`config.mk`:
```
export PLATFORM = sky130hd
export DESIGN_NAME = parallel_serial_tx_flat
export DESIGN_NICKNAME = d
export VERILOG_FILES = /design/src/rtl/parallel_serial_tx_pkg.sv /design/src/rtl/parallel_serial_tx_if.sv /design/src/rtl/parallel_serial_tx_hold.sv /design/src/rtl/parallel_serial_tx.sv /design/src/flat_wrapper.sv
export SDC_FILE = /design/constraint.sdc
export NUM_CORES = 1
export LEC_CHECK = 0
export ABC_CLOCK_PERIOD_IN_PS = 1600
export CAP_MARGIN = 10
export CORE_AREA = 2 2 41 43
export DETAILED_ROUTE_END_ITERATION = 10
export DIE_AREA = 0 0 43 45
export PLACE_DENSITY = 0.83
export SYNTH_ARGS = -nofsm -noshare
export SYNTH_HDL_FRONTEND = slang
export SYNTH_SLANG_ARGS = --single-unit
```
`constraint.sdc`:
```
create_clock -name CLK -period 1.6 [get_ports CLK]
set_input_delay 0.48 -clock CLK [delete_from_list [all_inputs] [get_ports CLK]]
set_output_delay 0.48 -clock CLK [all_outputs]
set_load 0.005 [all_outputs]
```
`src/rtl/parallel_serial_tx_pkg.sv`:
```
// Shared constants and types for the serial link transmitter and its
// matching deserializer: comma byte, slot width and the link FSM states.
package parallel_serial_tx_pkg;

    localparam logic [7:0] SYNC_WORD_DEF = 8'hBC;
    localparam int SLOT_W = 8;
    localparam int CNT_W = $clog2(SLOT_W);
    localparam int SLOT_CNT_W = 4;

    typedef enum logic {
        SYNC = 1'b0,
        RUN  = 1'b1
    } state_e;

    function automatic logic [SLOT_W-1:0] shift_msb_out(
        input logic [SLOT_W-1:0] v
    );
        return {v[SLOT_W-2:0], 1'b0};
    endfunction

endpackage

```
`src/rtl/parallel_serial_tx_if.sv`:
```
// Upstream byte handshake into the serial transmitter.
// master = byte producer, slave = parallel_serial_tx.
interface parallel_serial_tx_if;
    import parallel_serial_tx_pkg::*;

    logic [SLOT_W-1:0] DATA_IN;
    logic              VALID_IN;
    logic              READY_OUT;

    modport master (
        output DATA_IN,
        output VALID_IN,
        input  READY_OUT
    );

    modport slave (
        input  DATA_IN,
        input  VALID_IN,
        output READY_OUT
    );

endinterface

```
`src/rtl/parallel_serial_tx_hold.sv`:
```
// One-byte holding register between the upstream handshake and the
// slot loader; used only when SKID_BUF_EN is defined.
module tx_hold_reg
    import parallel_serial_tx_pkg::*;
(
    input  logic              CLK,
    input  logic              RESET,
    input  logic              push_i,
    input  logic [SLOT_W-1:0] push_data_i,
    input  logic              pop_i,
    output logic              ready_o,
    output logic              valid_o,
    output logic [SLOT_W-1:0] data_o
);

    logic              valid_q, valid_d;
    logic [SLOT_W-1:0] data_q, data_d;

    // Pop and push on one edge: the old byte leaves, the new one stays.
    always_comb begin
        valid_d = valid_q;
        data_d  = data_q;
        if (pop_i) begin
            valid_d = 1'b0;
        end
        if (push_i) begin
            valid_d = 1'b1;
            data_d  = push_data_i;
        end
    end

    always_ff @(posedge CLK) begin
        if (RESET) begin
            valid_q <= 1'b0;
            data_q  <= '0;
        end else begin
            valid_q <= valid_d;
            data_q  <= data_d;
        end
    end

    assign ready_o = !valid_q;
    assign valid_o = valid_q;
    assign data_o  = data_q;

endmodule

```
`src/rtl/parallel_serial_tx.sv`:
```
// Byte-to-serial transmitter: MSB-first 8-bit slots, comma fill and
// a forced comma preamble after reset. Optional macro: SKID_BUF_EN.
module parallel_serial_tx
    import parallel_serial_tx_pkg::*;
#(
    parameter logic [7:0]  SYNC_WORD  = SYNC_WORD_DEF,
    parameter int unsigned SYNC_COUNT = 4
) (
    input  logic                  CLK,
    input  logic                  RESET,
    parallel_serial_tx_if.slave   up,
    output logic                  DATA_OUT,
    output logic                  SLOT_START_OUT,
    output logic                  SYNC_DONE_OUT
);

    localparam logic [CNT_W-1:0] CNT_LAST = CNT_W'(SLOT_W - 1);
    localparam logic [SLOT_CNT_W-1:0] SLOT_LAST =
        SLOT_CNT_W'(SYNC_COUNT - 1);

    state_e                  state_q, state_d;
    logic [CNT_W-1:0]        cnt_q, cnt_d;
    logic [SLOT_W-1:0]       shreg_q, shreg_d;
    logic [SLOT_CNT_W-1:0]   slot_q, slot_d;

    logic                    wrap;
    logic                    ready;
    logic                    accept;
    logic [SLOT_W-1:0]       next_byte;

    assign wrap   = (cnt_q == CNT_LAST);
    assign accept = ready && up.VALID_IN;

`ifdef SKID_BUF_EN
    logic              hold_ready;
    logic              hold_valid;
    logic [SLOT_W-1:0] hold_data;
    logic              hold_pop;

    assign hold_pop = wrap && hold_valid;

    tx_hold_reg u_hold (
        .CLK         (CLK),
        .RESET       (RESET),
        .push_i      (accept),
        .push_data_i (up.DATA_IN),
        .pop_i       (hold_pop),
        .ready_o     (hold_ready),
        .valid_o     (hold_valid),
        .data_o      (hold_data)
    );

    // A byte accepted on a wrap edge waits for the following wrap.
    always_comb begin
        ready     = (state_q == RUN) && hold_ready;
        next_byte = hold_valid ? hold_data : SYNC_WORD;
    end
`else
    // Direct path: the byte is taken only on the wrap cycle.
    always_comb begin
        ready     = (state_q == RUN) && wrap;
        next_byte = accept ? up.DATA_IN : SYNC_WORD;
    end
`endif

    always_comb begin
        cnt_d   = cnt_q + CNT_W'(1);
        shreg_d = shift_msb_out(shreg_q);
        state_d = state_q;
        slot_d  = slot_q;

        if (wrap) begin
            shreg_d = next_byte;
        end

        unique case (state_q)
            SYNC: begin
                if (wrap) begin
                    if (slot_q == SLOT_LAST) begin
                        state_d = RUN;
                        slot_d  = '0;
                    end else begin
                        slot_d = slot_q + SLOT_CNT_W'(1);
                    end
                end
            end
            RUN: begin
                state_d = RUN;
            end
            default: begin
                state_d = SYNC;
            end
        endcase
    end

    always_ff @(posedge CLK) begin
        if (RESET) begin
            state_q <= SYNC;
            cnt_q   <= '0;
            shreg_q <= SYNC_WORD;
            slot_q  <= '0;
        end else begin
            state_q <= state_d;
            cnt_q   <= cnt_d;
            shreg_q <= shreg_d;
            slot_q  <= slot_d;
        end
    end

    assign up.READY_OUT   = ready;
    assign DATA_OUT       = shreg_q[SLOT_W-1];
    assign SLOT_START_OUT = (cnt_q == '0);
    assign SYNC_DONE_OUT  = (state_q == RUN);

endmodule
```
`src/flat_wrapper.sv`:
```
// flat-port wrapper written by rule: the top's interface ports become plain ports
module parallel_serial_tx_flat import parallel_serial_tx_pkg::*;
#(
    parameter logic [7:0]  SYNC_WORD  = SYNC_WORD_DEF,
    parameter int unsigned SYNC_COUNT = 4
)
  (CLK, RESET, DATA_OUT, SLOT_START_OUT, SYNC_DONE_OUT, up_DATA_IN, up_VALID_IN, up_READY_OUT);
  parallel_serial_tx_if up_i ();
  input  logic CLK;
  input  logic RESET;
  output logic DATA_OUT;
  output logic SLOT_START_OUT;
  output logic SYNC_DONE_OUT;
  input wire logic [$bits(up_i.DATA_IN)-1:0] up_DATA_IN;
  input wire logic [$bits(up_i.VALID_IN)-1:0] up_VALID_IN;
  output wire logic [$bits(up_i.READY_OUT)-1:0] up_READY_OUT;
  assign up_i.DATA_IN = up_DATA_IN;
  assign up_i.VALID_IN = up_VALID_IN;
  assign up_READY_OUT = up_i.READY_OUT;
  parallel_serial_tx #(.SYNC_WORD(SYNC_WORD), .SYNC_COUNT(SYNC_COUNT)) u_core (.CLK(CLK), .RESET(RESET), .up(up_i), .DATA_OUT(DATA_OUT), .SLOT_START_OUT(SLOT_START_OUT), .SYNC_DONE_OUT(SYNC_DONE_OUT));
endmodule
```
==> Implementation_results.wiki <==
{| class="wikitable"
! Metric !! Value
|-
| Global-route total usage across every layer || 0.156
|-
| Largest net degree at the start of global routing || 17
|-
| Nets || 110
|-
| Count of antenna-violating nets left after detailed routing || 0
|-
| CP max FO || 2
|-
| Instance area after placement || 861 um^2
|-
| Area of the mapped netlist || 656 um^2
|-
| Syn nets || 84
|-
| Most area-consuming cells after synthesis || sky130_fd_sc_hd__dfxtp_1 (49%), sky130_fd_sc_hd__ha_1 (7.6%), sky130_fd_sc_hd__nor3b_1 (6.9%)
|-
| Total CTS buffers || 3
|-
| Total global routing overflow || 0
|-
| Via density per instance || 4.94
|-
| Net load switching power || 161 uW
|-
| Hold buffers post-CTS || 0
|-
| Flip-flop and latch count after synthesis || 16
|-
| Clk pin slew, worst setup/hold paths || 0.09 ns
|-
| Worst-case headroom to the max-slew limit || 0.839
|-
| Outcome || finished, violations left
|-
| Antenna violations before repair || 0
|-
| Maximum operating frequency || 0.601 GHz
|-
| Distinct cell type count of the synthesized netlist || 20
|-
| Number of synthesized flops with an enable pin || 0
|-
| Tcrit/Tclk final || 1.04
|-
| Setup WS post-layout || -0.0652 ns
|-
| Synth cell count leaders || sky130_fd_sc_hd__dfxtp_1 (16), sky130_fd_sc_hd__nor2_1 (8), sky130_fd_sc_hd__a21oi_1 (6), sky130_fd_sc_hd__nor3b_1 (6), sky130_fd_sc_hd__o21bai_1 (5)
|-
| Number of cells in the finished layout apart from fillers || 110
|-
| Cell count after synthesis || 69
|-
| Total power divided by cell area || 802 nW/um^2
|-
| Reg2reg end || u_core.slot_q[2]
|-
| Synth area leader || sky130_fd_sc_hd__dfxtp_1
|-
| Total of max-cap violations || 0
|-
| Placer Congestion || 0.725
|-
| Die Ht || 45 um
|-
| Area of the die || 1940 um^2
|-
| Data required time at the worst endpoint || 1.12 ns
|-
| ANT cells || 0
|-
| Maximum number of buffers from clock root to sink || 2
|-
| P_leak || 0.000398 uW
|-
| Register share of total power || 0.547
|-
| Final Slew Violations || 0
|-
| Yosys warning count || 0
|-
| Half-perimeter wire length after placement || 868 um
|-
| Setup CP Type || register to primary output
|-
| Cell count of the worst reg-to-reg path || 6
|-
| Most numerous cell in the Yosys netlist || sky130_fd_sc_hd__dfxtp_1
|-
| Critical Path AT || 1.19 ns
|-
| Sink Count || 16
|-
| Cell area after layout || 965 um^2
|-
| Core occupancy in the finished layout || 0.656
|-
| Clock network power share || 0.332
|-
| Setup Skew || 0.00500 ns
|-
| Combinational share of power || 0.121
|-
| # rows || 14
|-
| Beginning of the critical path || u_core.cnt_q[0]
|-
| Dominant register cell in the synthesized netlist || sky130_fd_sc_hd__dfxtp_1
|-
| Clock tree from TritonCTS || done
|-
| Clock insertion delay at the later pin of the skew report || 0.28 ns
|-
| Slew of the pin with the lowest slew margin || 0.241 ns
|-
| Number of iterations in the first detailed-routing pass || 4
|-
| Number of buffers added on ports || 14
|-
| Area fraction of the dominant cell type after synthesis || 0.489
|-
| Via count of the routed design || 543
|-
| Ports placed on the boundary || 15
|-
| Startpoint of the worst-slack reg-to-reg timing path || u_core.cnt_q[0]
|-
| Synth async-reset ratio || 0
|-
| Fraction of layout cells with a size suffix above 1 || 0.266
|-
| Sequential share of the synthesized area || 0.489
|-
| RSZ-0062 raised after global routing || true
|-
| Wirelength, routed || 1.38 mm
|-
| Total placed cells including tap cells || 104
|-
| Type of the worst min-delay path || register to register
|-
| Via count of the first global-routing pass || 511
|-
| Finish-stage setup viols || 2
|-
| Internal || 613 uW
|-
| Chip width || 43 um
|-
| Slack of the worst reg-to-reg path || 0.02 ns
|-
| Min cycle time layout || 1.67 ns
|-
| Crit start category || register
|-
| Starting utilization of the core area || 0.446
|-
| Post-synthesis to final-layout area growth || 47.1%
|-
| Worst setup path endpoint || up_READY_OUT
|-
| Clk root buf || sky130_fd_sc_hd__clkbuf_4
|-
| DRC violation total after the first TritonRoute iteration || 9
|-
| Switching part of the total power || 0.208
|-
| Final hold violation count || 0
|-
| Category of the worst setup path capture point || primary output
|-
| Worst VDD drop || 544 uV
|-
| First-pass GRT wire length || 2.16 mm
|-
| DRC viols || 0
|-
| WL per Instance || 12.6 um
|-
| Core region area || 1470 um^2
|-
| Syn Area/Cell || 9.50 um^2
|-
| Violated checks || negative setup slack
|-
| H-tree lvl count || 1
|}
layout by cell type, fill, tap and decap left out, types with 3 or more instances in the layout:
cell type / Yosys / layout
sky130_fd_sc_hd__dfxtp_2: 0 / 3
sky130_fd_sc_hd__ha_4: 0 / 3
sky130_fd_sc_hd__dfxtp_1: 16 / 13
sky130_fd_sc_hd__clkdlybuf4s50_1: 0 / 11
sky130_fd_sc_hd__clkbuf_4: 0 / 3
sky130_fd_sc_hd__a21oi_1: 6 / 6
sky130_fd_sc_hd__o21bai_1: 5 / 5
sky130_fd_sc_hd__buf_4: 0 / 8
sky130_fd_sc_hd__nor3b_1: 6 / 6
sky130_fd_sc_hd__nor2_1: 8 / 8
how the worst min path moves through the flow:
stage / slack [ns] / cells past startpoint / from / end
global placement: 0.43 / 2 / u_core.shreg_q[0] / u_core.shreg_q[1]
global route: 0.47 / 2 / u_core.shreg_q[5] / u_core.shreg_q[6]
finish: 0.46 / 2 / u_core.shreg_q[0] / u_core.shreg_q[1]
detailed placement: 0.45 / 2 / u_core.shreg_q[0] / u_core.shreg_q[1]
floorplan: 0.42 / 1 / u_core.cnt_q[0] / u_core.cnt_q[0]
CTS: 0.46 / 2 / u_core.shreg_q[0] / u_core.shreg_q[1]
power by group through the flow:
stage	logic, uW	clock network, uW	registers, uW
floorplan	24.6	0	426
global placement	73.0	0	426
detailed placement	75.3	0	427
CTS	82.7	269	422
global route	101	281	425
finish	93.5	257	423
routing by layer:
layer  track usage  vias up  share of wire
met2         0.285       15           0.53
met4        0.0727        0              0
met5             0        -              0
li1              -      289              -
met3        0.0240        0          0.042
met1         0.180      239           0.43
registers in the layout, summed over array words and instances (netlist names):
name / flops
u_core.SYNC_DONE_OUT: 1
u_core.cnt_q: 3
u_core.shreg_q: 8
u_core.slot_q: 4
kinds of logic (layout without fill, tap and decap cells):
logic type               count (synthesis)  in the layout  synth area share
adder cells (fa/ha/maj)                  4              4            0.0763
AND/OR/NAND/NOR                         30             30             0.273
multiplexers                             1              1            0.0153
AO/OA/AOI/OAI                           13             13             0.118
flip-flops                              16             16             0.489
buffers and inverters                    5             30            0.0286
cell type report:
cell class              instances  area (um^2)
clock buffers                   4         36.3
fillers                       110          507
inverters                       3         13.8
multi-input cells              48          364
flip-flops and latches         16          324
well taps                      16         20.0
repair buffers                 23          206
worst max-delay path: stages, from the launching register on:
cell and delay [ns]:
sky130_fd_sc_hd__dfxtp_2 0.35, sky130_fd_sc_hd__ha_4 0.16, sky130_fd_sc_hd__ha_4 0.15, sky130_fd_sc_hd__and2_4 0.13
sky130_fd_sc_hd__buf_6 0.11
through the flow:
step | worst slack [ns] | hold slack [ns] | setup TNS, ns | power [uW]
6_report | -0.0652 | 0.456 | -0.123 | 774
5_1_grt | -0.0959 | 0.473 | -0.216 | 807
3_3_place_gp | -0.128 | 0.433 | -0.202 | 499
2_1_floorplan | 0.153 | 0.417 | 0 | 451
3_5_place_dp | -0.130 | 0.450 | -0.246 | 502
4_1_cts | -0.0567 | 0.462 | -0.0936 | 773
repair_timing:
| item | CTS | global route |
|---|---|---|
| setup endpoints to repair | 3 | 3 |
| resized for setup | 23 | 1 |
| pin swaps | 2 | 0 |
| endpoints found under the hold margin | 0 | 0 |
| setup buffers | 2 | 0 |
Note: power is estimated with default switching activity, not from simulation.
